$ cat src/rtl/fp_add_sched_pkg.sv
// Shared types and constants for the fp_add_scheduler front-end.
// Holds the FSM state enum, requester-ID type and latency-counter width.
package fp_add_sched_pkg;

    typedef enum logic [1:0] {
        ST_IDLE = 2'd0,
        ST_EXEC = 2'd1,
        ST_RESP = 2'd2
    } sched_state_e;

    localparam int DEFAULT_DATA_WIDTH = 32;
    localparam int LAT_W              = 4;

    typedef logic             req_id_t;
    typedef logic [LAT_W-1:0] lat_cnt_t;

endpackage

$ cat src/rtl/rr_arbiter2.sv
// Two-way round-robin grant: a lone requester always wins, and under
// contention the requester that was not granted last time wins.
module rr_arbiter2
    import fp_add_sched_pkg::*;
(
    input  logic       valid0_in,
    input  logic       valid1_in,
    input  req_id_t    last_grant_in,
    output logic [1:0] grant_out
);

    always_comb begin
        grant_out    = 2'b00;
        grant_out[0] = valid0_in && (!valid1_in || (last_grant_in == 1'b1));
        grant_out[1] = valid1_in && (!valid0_in || (last_grant_in == 1'b0));
    end

endmodule

$ cat src/rtl/fp_add_scheduler.sv
// Arbitrates two requesters onto one shared fp add/sub datapath, holds operands
// for DP_LATENCY edges and returns the tagged result. Grant counters: FP_ADD_SCHED_STATS_EN.
module fp_add_scheduler
    import fp_add_sched_pkg::*;
#(
    parameter int DATA_WIDTH = DEFAULT_DATA_WIDTH,
    parameter int DP_LATENCY = 1,
    parameter int CNT_WIDTH  = 16
) (
    input  logic                  clk_in,
    input  logic                  rst_n_in,
    input  logic                  req0_valid_in,
    output logic                  req0_ready_out,
    input  logic [DATA_WIDTH-1:0] req0_op1_in,
    input  logic [DATA_WIDTH-1:0] req0_op2_in,
    input  logic                  req0_opcode_in,
    input  logic                  req1_valid_in,
    output logic                  req1_ready_out,
    input  logic [DATA_WIDTH-1:0] req1_op1_in,
    input  logic [DATA_WIDTH-1:0] req1_op2_in,
    input  logic                  req1_opcode_in,
    output logic                  res_valid_out,
    input  logic                  res_ready_in,
    output logic [DATA_WIDTH-1:0] res_data_out,
    output logic                  res_id_out,
    output logic [DATA_WIDTH-1:0] dp_floating1_out,
    output logic [DATA_WIDTH-1:0] dp_floating2_out,
    output logic                  dp_opcode_out,
    input  logic [DATA_WIDTH-1:0] dp_result_in
`ifdef FP_ADD_SCHED_STATS_EN
    ,
    output logic [CNT_WIDTH-1:0]  grant0_cnt_out,
    output logic [CNT_WIDTH-1:0]  grant1_cnt_out
`endif
);

    if ((DP_LATENCY < 1) || (DP_LATENCY > 15)) begin : g_bad_latency
        $error("DP_LATENCY must be in 1..15");
    end
    if (CNT_WIDTH < 1) begin : g_bad_cnt_width
        $error("CNT_WIDTH must be at least 1");
    end

    sched_state_e          state_q;
    req_id_t               last_grant_q;
    req_id_t               res_id_q;
    lat_cnt_t              lat_cnt_q;
    logic                  res_valid_q;
    logic [DATA_WIDTH-1:0] res_data_q;
    logic [DATA_WIDTH-1:0] dp_op1_q;
    logic [DATA_WIDTH-1:0] dp_op2_q;
    logic                  dp_opcode_q;

    logic [1:0]            grant;
    logic                  accept_d;
    req_id_t               win_id_d;
    logic [DATA_WIDTH-1:0] op1_d;
    logic [DATA_WIDTH-1:0] op2_d;
    logic                  opcode_d;

    rr_arbiter2 u_arb (
        .valid0_in     (req0_valid_in),
        .valid1_in     (req1_valid_in),
        .last_grant_in (last_grant_q),
        .grant_out     (grant)
    );

    // Grant is only ever asserted for a valid requester, so IDLE && grant is valid&&ready.
    always_comb begin
        win_id_d = grant[1];
        accept_d = (state_q == ST_IDLE) && (grant != 2'b00);
        op1_d    = win_id_d ? req1_op1_in    : req0_op1_in;
        op2_d    = win_id_d ? req1_op2_in    : req0_op2_in;
        opcode_d = win_id_d ? req1_opcode_in : req0_opcode_in;
    end

    assign req0_ready_out   = (state_q == ST_IDLE) && grant[0];
    assign req1_ready_out   = (state_q == ST_IDLE) && grant[1];
    assign res_valid_out    = res_valid_q;
    assign res_data_out     = res_data_q;
    assign res_id_out       = res_id_q;
    assign dp_floating1_out = dp_op1_q;
    assign dp_floating2_out = dp_op2_q;
    assign dp_opcode_out    = dp_opcode_q;

    always_ff @(posedge clk_in) begin
        if (!rst_n_in) begin
            state_q      <= ST_IDLE;
            last_grant_q <= 1'b1;
            res_id_q     <= 1'b0;
            lat_cnt_q    <= '0;
            res_valid_q  <= 1'b0;
            res_data_q   <= '0;
            dp_op1_q     <= '0;
            dp_op2_q     <= '0;
            dp_opcode_q  <= 1'b0;
        end else begin
            case (state_q)
                ST_IDLE: begin
                    if (accept_d) begin
                        dp_op1_q     <= op1_d;
                        dp_op2_q     <= op2_d;
                        dp_opcode_q  <= opcode_d;
                        res_id_q     <= win_id_d;
                        last_grant_q <= win_id_d;
                        lat_cnt_q    <= lat_cnt_t'(DP_LATENCY);
                        state_q      <= ST_EXEC;
                    end
                end
                ST_EXEC: begin
                    lat_cnt_q <= lat_cnt_q - 1'b1;
                    if (lat_cnt_q == lat_cnt_t'(1)) begin
                        res_data_q  <= dp_result_in;
                        res_valid_q <= 1'b1;
                        state_q     <= ST_RESP;
                    end
                end
                ST_RESP: begin
                    if (res_ready_in) begin
                        res_valid_q <= 1'b0;
                        state_q     <= ST_IDLE;
                    end
                end
                default: state_q <= ST_IDLE;
            endcase
        end
    end

`ifdef FP_ADD_SCHED_STATS_EN
    logic [CNT_WIDTH-1:0] grant0_cnt_q;
    logic [CNT_WIDTH-1:0] grant1_cnt_q;

    // Counters wrap naturally from all-ones to zero.
    always_ff @(posedge clk_in) begin
        if (!rst_n_in) begin
            grant0_cnt_q <= '0;
            grant1_cnt_q <= '0;
        end else if (accept_d) begin
            if (win_id_d) grant1_cnt_q <= grant1_cnt_q + 1'b1;
            else          grant0_cnt_q <= grant0_cnt_q + 1'b1;
        end
    end

    assign grant0_cnt_out = grant0_cnt_q;
    assign grant1_cnt_out = grant1_cnt_q;
`endif

endmodule

$ cat config.mk
export PLATFORM = sky130hd
export DESIGN_NAME = fp_add_scheduler
export DESIGN_NICKNAME = d
export VERILOG_FILES = /design/src/rtl/fp_add_sched_pkg.sv /design/src/rtl/rr_arbiter2.sv /design/src/rtl/fp_add_scheduler.sv
export SDC_FILE = /design/constraint.sdc
export NUM_CORES = 1
export LEC_CHECK = 0
export ABC_CLOCK_PERIOD_IN_PS = 1580
export CAP_MARGIN = 20
export CORE_ASPECT_RATIO = 1.1
export CORE_UTILIZATION = 40
export CTS_BUF_LIST = sky130_fd_sc_hd__clkbuf_4 sky130_fd_sc_hd__clkbuf_8
export DETAILED_ROUTE_END_ITERATION = 8
export PLACE_DENSITY = 0.85
export SLEW_MARGIN = 30
export SYNTH_ARGS = -nofsm -noshare
export SYNTH_HDL_FRONTEND = slang
export SYNTH_HIERARCHICAL = 1
export SYNTH_SLANG_ARGS = --single-unit
$ cat constraint.sdc
create_clock -name clk_in -period 1.58 [get_ports clk_in]
set_input_delay 0.316 -clock clk_in [delete_from_list [all_inputs] [get_ports clk_in]]
set_output_delay 0.316 -clock clk_in [all_outputs]
set_load 0.03 [all_outputs]
==> impl_metrics.env, run 1 <==
export IMPL_ir_drop_uv=582
export IMPL_crit_path_max_fanout=2
export IMPL_cp_end_kind="output pin"
export IMPL_final_cells=927
export IMPL_grt_max_degree=67
export IMPL_critPathKind="register to output pin"
export IMPL_routedWlPerCell_um=19.8
export IMPL_finalSetupViolations=29
export IMPL_finalHoldViolCount=0
export IMPL_fmax_mhz=566
export IMPL_root_buffer="clkbuf_8"
export IMPL_routed_wl_um=18400
export IMPL_row_count=42
export IMPL_dieArea_sq_mm=0.0132
export IMPL_finClkSkew_ns=0.00997
export IMPL_power_density_mw_per_mm2=981
export IMPL_drv_cap=0
export IMPL_insertion_delay_ns=0.36
export IMPL_period_needed_ns=1.77
export IMPL_start_util_pct=41.7
export IMPL_crit_slowest_cell="or3b_4"
export IMPL_grt_overflow=0
export IMPL_syn_nets=661
export IMPL_violations="negative setup slack"
export IMPL_viasPerCell=5.27
export IMPL_dr_pass1_iters=6
export IMPL_slew_limit_headroom_pct=73.7
export IMPL_post_route_period_util_pct=112
export IMPL_ys_ff_latch=106
export IMPL_min_delay_start="rst_n_in"
export IMPL_async_reset_ff_share_pct=0
export IMPL_place_inst=895
export IMPL_yosysMostFrequentCell="dfxtp_1"
export IMPL_cts_clk_slew_worst_paths_ns=0.10
export IMPL_synth_top_cells_by_area="dfxtp_1 42%, mux2i_1 19%, a211oi_2 12%"
export IMPL_drv_slew=0
export IMPL_r2r_slack_ns=-0.08
export IMPL_syn_area_sq_mm=0.00511
export IMPL_rsz0062_at_grt="true"
export IMPL_worstPathArrival_ns=1.45
export IMPL_ys_warn_count=6
export IMPL_hold_slack_ns=0.236
export IMPL_whs_endpoint="lat_cnt_q[0]$_SDFFE_PN0P_"
export IMPL_rr_worst_depth=8
export IMPL_synth_cells=492
export IMPL_routed_via_count=4888
export IMPL_cp_slowest_stage_delay_ns=0.40
export IMPL_worst_slew_pin_transition_ns=0.395
export IMPL_p_leak_nw=3.62
export IMPL_netlist_top_cell_by_area="dfxtp_1"
export IMPL_required_ns=1.26
export IMPL_clkSinkCount=106
export IMPL_first_global_vias=4904
export IMPL_timing_rr_start="last_grant_q$_SDFFE_PN1P_"
export IMPL_cp_top_family="simple AND/OR/NAND/NOR gates"
export IMPL_holdCritPathClass="input port to register"
export IMPL_io_pins=268
export IMPL_tritoncts="yes"
export IMPL_globalplace_congestion=0.773
export IMPL_ys_types=37
export IMPL_clock_path_buffers=2
export IMPL_hold_depth=3
export IMPL_cts_max_level=3
export IMPL_postRouteAntennaNets=0
export IMPL_die_x_um=110
export IMPL_hpwl_um=11500
export IMPL_yosysSeqAreaShare_pct=41.5
export IMPL_numCtsBuffers=9
export IMPL_avgSynthCellArea_sq_um=10.4
export IMPL_core_area_sq_mm=0.0122
export IMPL_cp_buffers_inverters=3
export IMPL_synth_top_area_share_pct=41.5
export IMPL_status="finished, violations left"
export IMPL_power_mw=9.04
export IMPL_diodes=0
export IMPL_io_buffers=267
export IMPL_synth_cells_most_frequent="106 x dfxtp_1, 97 x mux2i_1, 69 x nand2_1, 59 x a21oi_1, 50 x a211oi_2"
export IMPL_grt_pass1_wl_um=23700
export IMPL_nets=938
export IMPL_antenna_found_initial=0
export IMPL_ctsHoldBuffers=0
export IMPL_syn2layout_area_growth_pct=80.3
export IMPL_grt_util_all_layers_pct=23.4
export IMPL_drive_gt1_share_pct=30.1
export IMPL_reg2reg_to="dp_floating1_out[12]$_SDFFE_PN0P_"
export IMPL_synth_ff_type="dfxtp_1"
export IMPL_fp_dieH_um=121
export IMPL_drtIter0Drc=133
export IMPL_synth_edf_count=0
export IMPL_setup_slack_ns=-0.187
export IMPL_cp_start_kind="register"
export IMPL_final_util_pct=75.2
export IMPL_worstPathCellList="inv_2 > a21boi_2 > or3b_4 > inv_2 > buf_6"
export IMPL_drc=0
export IMPL_crit_path_frequent_cell="inv_2"
-- power breakdown --
part / switching (mW) / leakage (nW) / total [mW] / internal, mW
logic: 2.17 / 2.65 / 3.99 / 1.82
clock network: 0.928 / 0.101 / 1.74 / 0.812
registers: 0.279 / 0.873 / 3.30 / 3.02
-- worst min-delay path: cells and delay by family --
kind,cells,cell delay [ns]
buffers and inverters,1,0.13
AO/OA/AOI/OAI,2,0.11
-- stage by stage --
stage	setup WS, ns	instance area (sq um)	setup TNS, ns
5_1_grt	-0.267	9210	-3.60
2_1_floorplan	0.0238	5110	0
3_5_place_dp	-0.438	8030	-27.26
3_3_place_gp	-0.375	8030	-22.12
4_1_cts	-0.203	8360	-0.528
6_report	-0.187	9210	-0.802
-- what timing repair did --
action                     in CTS  in global routing
setup endpoints to repair     127                 65
gates cloned                    3                  7
resized for setup             140                130
buffers inserted                3                  7
hold endpoints to repair        0                  0
pin swaps                       8                 68
-- registers in the layout, indices dropped and copies added, names as in the netlist --
signal / count
state_q: 2
res_valid_out: 1
dp_floating1_out: 32
dp_floating2_out: 32
lat_cnt_q: 4
res_data_out: 32
dp_opcode_out: 1
res_id_out: 1
last_grant_q: 1
-- final cells by class --
class / count / area [sq um]
sequential: 106 / 2120
tap: 154 / 193
inverter: 6 / 23.8
clock buffer: 11 / 151
timing repair buffer: 314 / 3340
fill: 814 / 3040
clock inverter: 4 / 51.3
multi-input combinational: 332 / 3330
-- kinds of logic after synthesis --
| kind of cell | Yosys count | share of synthesized area, % |
|---|---|---|
| AO/OA/AOI/OAI | 144 | 23.3 |
| XOR/XNOR | 1 | 0.171 |
| adder cells (fa/ha/maj) | 2 | 0.490 |
| buffers and inverters | 54 | 7.59 |
| flip-flops | 106 | 41.5 |
| multiplexers | 97 | 19.0 |
| AND/OR/NAND/NOR | 88 | 7.89 |
-- cell usage in the layout, fill, tap and decap left out, types with 13 or more instances in the layout --
cell type / count
a21oi_4: 17
buf_12: 19
mux2i_2: 13
nand2_1: 67
dfxtp_1: 105
a21oi_1: 17
dlygate4sd2_1: 101
a211oi_2: 61
clkdlybuf4s50_1: 163
mux2i_1: 60
a21oi_2: 35
mux2i_4: 24
-- per-layer routing --
| metal | routed length, um | track usage [%] | up-vias |
|---|---|---|---|
| met5 | 0 | 0 | - |
| met4 | 325 | 8.25 | 0 |
| met3 | 1540 | 6.79 | 25 |
| met2 | 9810 | 44.5 | 213 |
| met1 | 6720 | 23.7 | 2329 |
| li1 | - | - | 2321 |
-- worst max path at each step --
stage | end | start | slack (ns) | cells after the start
floorplan | req1_ready_out | req1_valid_in | 0.02 | 6
global placement | req0_ready_out | req0_valid_in | -0.37 | 5
detailed placement | req0_ready_out | req0_valid_in | -0.44 | 5
CTS | req0_ready_out | last_grant_q$_SDFFE_PN1P_ | -0.20 | 5
global route | req0_ready_out | last_grant_q$_SDFFE_PN1P_ | -0.27 | 5
finish | req0_ready_out | last_grant_q$_SDFFE_PN1P_ | -0.19 | 5
(Power assumes the default switching activity.)
==> run 2, diff against run 1 <==
- GPL_TIMING_DRIVEN: not set -> 0
- TNS_END_PERCENT: not set -> 50
==> impl_metrics.env, run 2 (synthesis gave the netlist of run 1 again) <==
export IMPL_multi_input_area_sq_mm=0.00326
export IMPL_core_area_sq_mm=0.0122
export IMPL_antenna_found_initial=0
export IMPL_fp_dieH_um=121
export IMPL_globalplace_congestion=0.823
export IMPL_grt_overflow=0
export IMPL_crit_path_max_fanout=3
export IMPL_rr_worst_depth=7
export IMPL_slew_limit_headroom_pct=50.1
export IMPL_final_common_cell="clkdlybuf4s50_1"
export IMPL_tritoncts="yes"
export IMPL_nets=962
export IMPL_final_util_pct=75.4
export IMPL_rsz0062_at_grt="true"
export IMPL_finalHoldViolCount=0
export IMPL_row_count=42
export IMPL_mostFrequentLayoutCells="163 x clkdlybuf4s50_1, 102 x dfxtp_1, 101 x dlygate4sd2_1"
export IMPL_fmax_mhz=559
export IMPL_worst_slew_pin_transition_ns=0.748
export IMPL_cts_clk_slew_worst_paths_ns=0.10
export IMPL_status="finished, violations left"
export IMPL_clock_path_buffers=2
export IMPL_drive_gt1_share_pct=28.3
export IMPL_hpwl_um=13100
export IMPL_grt_pass1_wl_um=25800
export IMPL_period_needed_ns=1.79
export IMPL_reg2reg_to="dp_floating2_out[26]$_SDFFE_PN0P_"
export IMPL_first_global_vias=5266
export IMPL_grt_max_degree=17
export IMPL_grt_util_all_layers_pct=25.5
export IMPL_finClkSkew_ns=0.00856
export IMPL_tns_ns=-0.856
export IMPL_r2r_slack_ns=-0.06
export IMPL_violations="negative setup slack"
export IMPL_root_buffer="clkbuf_8"
export IMPL_cp_end_kind="output pin"
export IMPL_numCtsBuffers=9
export IMPL_crit_start="last_grant_q$_SDFFE_PN1P_"
export IMPL_drtIter0Drc=117
export IMPL_die_x_um=110
export IMPL_timing_rr_start="last_grant_q$_SDFFE_PN1P_"
export IMPL_holdCritPathClass="input port to register"
export IMPL_start_util_pct=41.7
export IMPL_critPathKind="register to output pin"
export IMPL_worstPathArrival_ns=1.47
export IMPL_syn2layout_area_growth_pct=80.7
export IMPL_io_pins=268
export IMPL_p_leak_nw=3.69
export IMPL_dr_pass1_iters=5
export IMPL_setup_slack_ns=-0.210
export IMPL_ir_drop_uv=634
export IMPL_post_route_period_util_pct=113
export IMPL_power_density_mw_per_mm2=1020
export IMPL_regArea_sq_mm=0.00213
export IMPL_cts_max_level=3
export IMPL_required_ns=1.26
export IMPL_clkSinkCount=106
export IMPL_worstSetupEndpoint="req0_ready_out"
export IMPL_hold_slack_ns=0.381
export IMPL_io_buffers=266
export IMPL_postRouteAntennaNets=0
export IMPL_routedWlPerCell_um=19.6
export IMPL_routed_wl_um=18600
export IMPL_cp_start_kind="register"
export IMPL_dieArea_sq_mm=0.0132
export IMPL_finalSetupViolations=27
export IMPL_drv_cap=0
export IMPL_diodes=0
export IMPL_insertion_delay_ns=0.37
export IMPL_drc=0
export IMPL_fillers=808
export IMPL_ctsHoldBuffers=0
export IMPL_viasPerCell=5.26
export IMPL_drv_slew=0
export IMPL_routed_via_count=5006
[run 2: critical path: stages (launching register included)]
cell and delay [ns]:
dfxtp_2 0.36, inv_2 0.05, a21boi_4 0.12, or3b_4 0.40, inv_2 0.06, buf_6 0.12
[run 2: worst min path at each step]
stage,depth (start not counted),from,endpoint,slack [ns]
2_1_floorplan,2,last_grant_q$_SDFFE_PN1P_,last_grant_q$_SDFFE_PN1P_,0.46
3_3_place_gp,2,res_data_out[3]$_SDFFE_PN0P_,res_data_out[3]$_SDFFE_PN0P_,0.44
3_5_place_dp,2,res_id_out$_SDFFE_PN0P_,res_id_out$_SDFFE_PN0P_,0.45
4_1_cts,3,rst_n_in,dp_opcode_out$_SDFFE_PN0P_,0.37
5_1_grt,3,rst_n_in,dp_opcode_out$_SDFFE_PN0P_,0.40
6_report,3,rst_n_in,dp_opcode_out$_SDFFE_PN0P_,0.38
[run 2: per-layer routing]
metal,share of wire (%),wire (um),GRT usage [%]
met1,36,6660,25.7
met2,54,10100,49.2
met3,8.0,1500,7.01
met4,2.3,426,8.50
met5,0,0,0
[run 2: stage by stage]
stage | worst slack, ns | power [mW] | instance area (sq um) | std cells
3_5_place_dp | -1.16 | 6.79 | 7960 | 912
4_1_cts | -0.228 | 8.80 | 8550 | 940
2_1_floorplan | 0.0238 | 5.35 | 5110 | 492
3_3_place_gp | -1.13 | 6.68 | 7960 | 912
6_report | -0.210 | 9.39 | 9230 | 952
5_1_grt | -0.265 | 9.75 | 9230 | 952
[run 2: cell type report]
class                           count  share of cell area, %
Inverter                            6                  0.244
Clock inverter                      4                  0.813
Multi-Input combinational cell    332                   35.4
Clock buffer                       12                   1.65
Tap cell                          154                   2.09
Timing Repair Buffer              290                   31.0
Buffer                             48                   5.72
Sequential cell                   106                   23.1
[run 2: power breakdown]
part / leakage [nW] / internal, mW / total [mW] / switching (mW)
registers: 0.875 / 3.03 / 3.33 / 0.306
clock network: 0.110 / 0.974 / 1.92 / 0.943
logic: 2.71 / 1.92 / 4.14 / 2.22
[run 2: repair_timing]
| item | in CTS | in global routing |
|---|---|---|
| setup endpoints to repair | 162 | 78 |
| cloned | 1 | 6 |
| buffers inserted | 11 | 6 |
| pin swaps | 25 | 46 |
| resized for setup | 213 | 90 |
